--- src/rtl/cache_mem_arbiter.sv ---
// Shares the single line-wide memory port between the I-cache and D-cache.
// One transaction is in flight at a time; its result is returned only if the owner still wants it.
module cache_mem_arbiter #(
    parameter int ADDR_W = 28,
    parameter int DATA_W = 128
) (
    input  logic              clk,
    input  logic              proc_reset,
    input  logic              i_mem_read,
    input  logic              i_mem_write,
    input  logic [ADDR_W-1:0] i_mem_addr,
    input  logic [DATA_W-1:0] i_mem_wdata,
    output logic [DATA_W-1:0] i_mem_rdata,
    output logic              i_mem_ready,
    input  logic              d_mem_read,
    input  logic              d_mem_write,
    input  logic [ADDR_W-1:0] d_mem_addr,
    input  logic [DATA_W-1:0] d_mem_wdata,
    output logic [DATA_W-1:0] d_mem_rdata,
    output logic              d_mem_ready,
    output logic              mem_read,
    output logic              mem_write,
    output logic [ADDR_W-1:0] mem_addr,
    output logic [DATA_W-1:0] mem_wdata,
    input  logic [DATA_W-1:0] mem_rdata,
    input  logic              mem_ready
);

    typedef enum logic {IDLE, BUSY} state_t;
    typedef enum logic {SIDE_I, SIDE_D} side_t;

    state_t            state;
    state_t            state_next;
    side_t             owner;
    side_t             last_grant;
    side_t             grant_side;
    logic              grant;
    logic              done;
    logic              i_valid;
    logic              d_valid;
    logic              i_match;
    logic              d_match;
    logic              sel_write;
    logic [ADDR_W-1:0] sel_addr;
    logic [DATA_W-1:0] sel_wdata;

    assign i_valid = i_mem_read | i_mem_write;
    assign d_valid = d_mem_read | d_mem_write;

    assign i_mem_rdata = mem_rdata;
    assign d_mem_rdata = mem_rdata;

    always_ff @(posedge clk) begin
        if (proc_reset) begin
            state <= IDLE;
        end else begin
            state <= state_next;
        end
    end

    // Round-robin only matters when both sides ask in the same IDLE cycle.
    always_comb begin
        state_next = state;
        grant      = 1'b0;
        grant_side = SIDE_I;
        done       = 1'b0;
        case (state)
            IDLE: begin
                if (i_valid || d_valid) begin
                    grant      = 1'b1;
                    state_next = BUSY;
                    if (d_valid && (!i_valid || last_grant == SIDE_I)) begin
                        grant_side = SIDE_D;
                    end
                end
            end
            BUSY: begin
                if (mem_ready) begin
                    done       = 1'b1;
                    state_next = IDLE;
                end
            end
            default: state_next = IDLE;
        endcase
    end

    // A write request wins over a simultaneous read on the same side.
    assign sel_write = (grant_side == SIDE_D) ? d_mem_write : i_mem_write;
    assign sel_addr  = (grant_side == SIDE_D) ? d_mem_addr  : i_mem_addr;
    assign sel_wdata = (grant_side == SIDE_D) ? d_mem_wdata : i_mem_wdata;

    always_ff @(posedge clk) begin
        if (proc_reset) begin
            mem_read   <= 1'b0;
            mem_write  <= 1'b0;
            mem_addr   <= '0;
            mem_wdata  <= '0;
            owner      <= SIDE_I;
            last_grant <= SIDE_I;
        end else if (grant) begin
            owner      <= grant_side;
            last_grant <= grant_side;
            mem_write  <= sel_write;
            mem_read   <= !sel_write;
            mem_addr   <= sel_addr;
            mem_wdata  <= sel_wdata;
        end else if (done) begin
            mem_read  <= 1'b0;
            mem_write <= 1'b0;
        end
    end

    // A prefetch that moved or vanished while in flight gets no ready; its data is dropped.
    assign i_match = i_valid && (i_mem_write == mem_write) && (i_mem_addr == mem_addr);
    assign d_match = d_valid && (d_mem_write == mem_write) && (d_mem_addr == mem_addr);

    assign i_mem_ready = done && !proc_reset && (owner == SIDE_I) && i_match;
    assign d_mem_ready = done && !proc_reset && (owner == SIDE_D) && d_match;

endmodule

--- config.mk ---
export PLATFORM = sky130hd
export DESIGN_NAME = cache_mem_arbiter
export DESIGN_NICKNAME = d
export VERILOG_FILES = /design/src/rtl/cache_mem_arbiter.sv
export SDC_FILE = /design/constraint.sdc
export NUM_CORES = 1
export LEC_CHECK = 0
export CAP_MARGIN = 20
export CORE_AREA = 2 2 332 334
export DETAILED_ROUTE_END_ITERATION = 6
export DIE_AREA = 0 0 334 336
export SETUP_SLACK_MARGIN = 0.4
export SLEW_MARGIN = 20
export SYNTH_ARGS = -nofsm -noshare
export SYNTH_HDL_FRONTEND = slang
export SYNTH_SLANG_ARGS = --single-unit
--- constraint.sdc ---
create_clock -name clk -period 1.5 [get_ports clk]
set_input_delay 0.3 -clock clk [delete_from_list [all_inputs] [get_ports clk]]
set_output_delay 0.3 -clock clk [all_outputs]
set_load 0.02 [all_outputs]
==> results.md <==
* Status: finished with violations
* Violated checks: setup timing
* Max Cap Viol at 0
* CP max-delay cell: nor4_4
* # rows at around 120
* Dpl cell area at 15,500 µm²
* # IOs at 863
* Power Density at 919 nW/µm²
* CTS tree: yes
* DRC viols at 0
* Die Wd at 334 µm
* Number of clock sinks at 160
* Dpl hpwl at 52,600 µm
* Routed WL at about 67,000 µm
* Critical path arrival at 2.22 ns
* Drt wl/cell at 22.4 µm
* CP Cell Sequence: buf_6, xor2_2, nor4_4, buf_4, nand4_1, buf_4, nor4_4, buf_4
* Crit path top cell by count: buf_4
* Overall global routing resource usage at 0.112
* Vias per cell at about 3.3
* Hold Path Class: input port to flop
* Setup TNS Final at -30.30 ns
* Worst slew pin tran at 0.656 ns
* Synth Register Bits at 160
* Largest stage delay on the critical path at 0.39 ns
* Seq/Total Area, Yosys at 0.330
* Initial DRT Pass Iterations at 5
* Die height at 336 µm
* Cell leakage power at 6.80 nW
* Most frequent cells in the layout: clkdlybuf4s50_1 (314), nand2_1 (259), nor2_1 (157), buf_6 (142), buf_4 (120)
* Syn Nets at 1,673
* Area Overhead vs Synth at 82.6%
* Fin nets at 2,009
* Final Cell Area at 17,700 µm²
* Final Critical Period at approximately 2.5 ns
* Critical Path Fanout Max at 2
* Endpoints failing hold at 0
* Overall power at 16.3 mW
* CTS buffer count at 17
* Worst setup slack after layout at -1.02 ns
* Fmax at 396 MHz
* DRT iter0 DRCs at 484
* Slew headroom at 0.563
* Initial cell density of the core at 0.0895
* Largest net degree at the start of global routing at 67
* Peak VDD IR at 773 µV
* Reg clk slew, reported paths at 0.09 ns
* Vias at 9,959
* Core Box Area at 108,000 µm²
* Gate Count Post-Synth at 1,226
* Vias in the first global route at 9,609
* # setup viols final at 163
* Clock root cell: clkbuf_16
* Mean Syn Cell Area at roughly 7.9 µm²
* Initial antenna violation count at 10
* CP Class: flop to output pin
* First-pass GRT wire length at ~84,000 µm
* Library cells used by synthesis at 27
* Die Area at 112,000 µm²
* Commonest non-fill, non-tap cell in the layout: clkdlybuf4s50_1
* Req. time, crit path at approximately 1.2 ns
* Share of cells above drive strength 1 at 0.410
* GP Congestion at about 0.79
* Pins Over Slew Limit at 0
* Clock tree buffer depth at 2
* Clock latency on the worst-skew pair at 0.51 ns
* RSZ-0062 raised after global routing: true
* Grt ovf at 0
* Post-Place Cells at 2,902
* Crit. End Element: output pin
* Worst Clk Skew at around 0.021 ns
* Synth warnings at 0
* Cell Area, Synth at about 9700 µm²
* Post-DRT Antenna Nets at 0
* Buffers added on ports at 478
* Final Cycle Share at 1.68
* Post-route insts no fill at 2,992
* Total number of H-tree levels at 4
* CP startpoint kind: flop
sequential cells by signal, indices dropped and copies added, names as in the netlist:
signal      count
last_grant      1
mem_addr       28
mem_read        1
mem_wdata     128
mem_write       1
state           1
path summary, 6_finish.rpt:
path                 startpoint       endpoint  slack (ns)  cells past startpoint
hold / removal      i_mem_write       mem_read        0.33                      4
hold reg to reg   mem_wdata[79]  mem_wdata[79]        0.50                      2
setup reg to reg          state  mem_wdata[70]       -0.30                      8
setup / recovery    mem_addr[3]    i_mem_ready       -1.02                      8
layer usage:
| layer | vias to the layer above | part of all wire | global-route usage |
|---|---|---|---|
| met5 | - | 0.00082 | 0 |
| met4 | 10 | 0.026 | 0.0411 |
| met3 | 78 | 0.16 | 0.0863 |
| met2 | 694 | 0.46 | 0.177 |
| met1 | 4593 | 0.35 | 0.112 |
| li1 | 4584 | - | - |
layout make-up:
| class | instances | area (µm²) |
|---|---|---|
| fill | 12200 | 90700 |
| antenna | 3 | 7.51 |
| sequential | 160 | 3400 |
| clock buffer | 19 | 453 |
| timing repair buffer | 660 | 7240 |
| tap | 1414 | 1770 |
| clock inverter | 13 | 139 |
| multi-input combinational | 723 | 4710 |
through the flow:
stage | util | hold slack [ns] | setup slack (ns)
floorplan | - | 0.436 | -0.148
global placement | 0.143 | 0.485 | -1.41
detailed placement | 0.143 | 0.489 | -1.39
CTS | 0.155 | 0.273 | -1.15
global route | 0.163 | 0.309 | -1.21
finish | 0.163 | 0.325 | -1.02
synth_stat cells:
master	n	share of area
a211o_1	1	0.00090
clkbuf_1	33	0.013
nor2_1	159	0.062
nand2b_1	1	0.00065
xnor2_1	6	0.0054
o21ai_0	1	0.00052
nor2_4	1	0.0012
buf_4	260	0.20
a21oi_1	4	0.0021
o41a_1	1	0.0012
buf_6	12	0.014
nor3_1	3	0.0015
a211oi_4	1	0.0021
a21oi_4	1	0.0017
a21boi_0	1	0.00077
nand4_1	5	0.0032
nor4_1	13	0.0084
nand2_1	313	0.12
nand3b_1	1	0.00077
nand3_1	1	0.00052
o211a_1	1	0.0010
a311oi_2	30	0.046
or2_4	1	0.00090
xor2_1	52	0.047
buf_2	38	0.020
a311oi_1	126	0.11
dfxtp_1	160	0.33
repair_timing:
action                                  4_1_cts  5_1_grt
hold buffers                                  0        0
gates cloned                                  8        2
setup buffers                                20       25
pin swaps                                    24       46
endpoints found under the setup margin      319      319
resized for setup                           481      478
kinds of logic (layout without fill, tap and decap cells):
logic type	Yosys count	in the layout	share of synthesized area
simple gates	498	498	0.200
buf+inv	343	692	0.247
compound gates	167	167	0.170
flops	160	160	0.330
xor+xnor	58	58	0.0524
other cells	0	3	0
power breakdown:
part	internal [mW]	switching [mW]	leakage (nW)	total, mW
registers	4.75	0.401	1.37	5.15
logic	3.26	2.99	5.15	6.25
clock network	2.44	2.45	0.283	4.88
worst max-delay path: cells and delay by family (launching register included):
kind / cells / cell delay, ns
and+or+nand+nor: 3 / 0.59
DFF: 1 / 0.33
xor gates and xnor gates: 1 / 0.17
buffers and inverters: 4 / 0.64
Note: power is estimated with default switching activity, not from simulation.
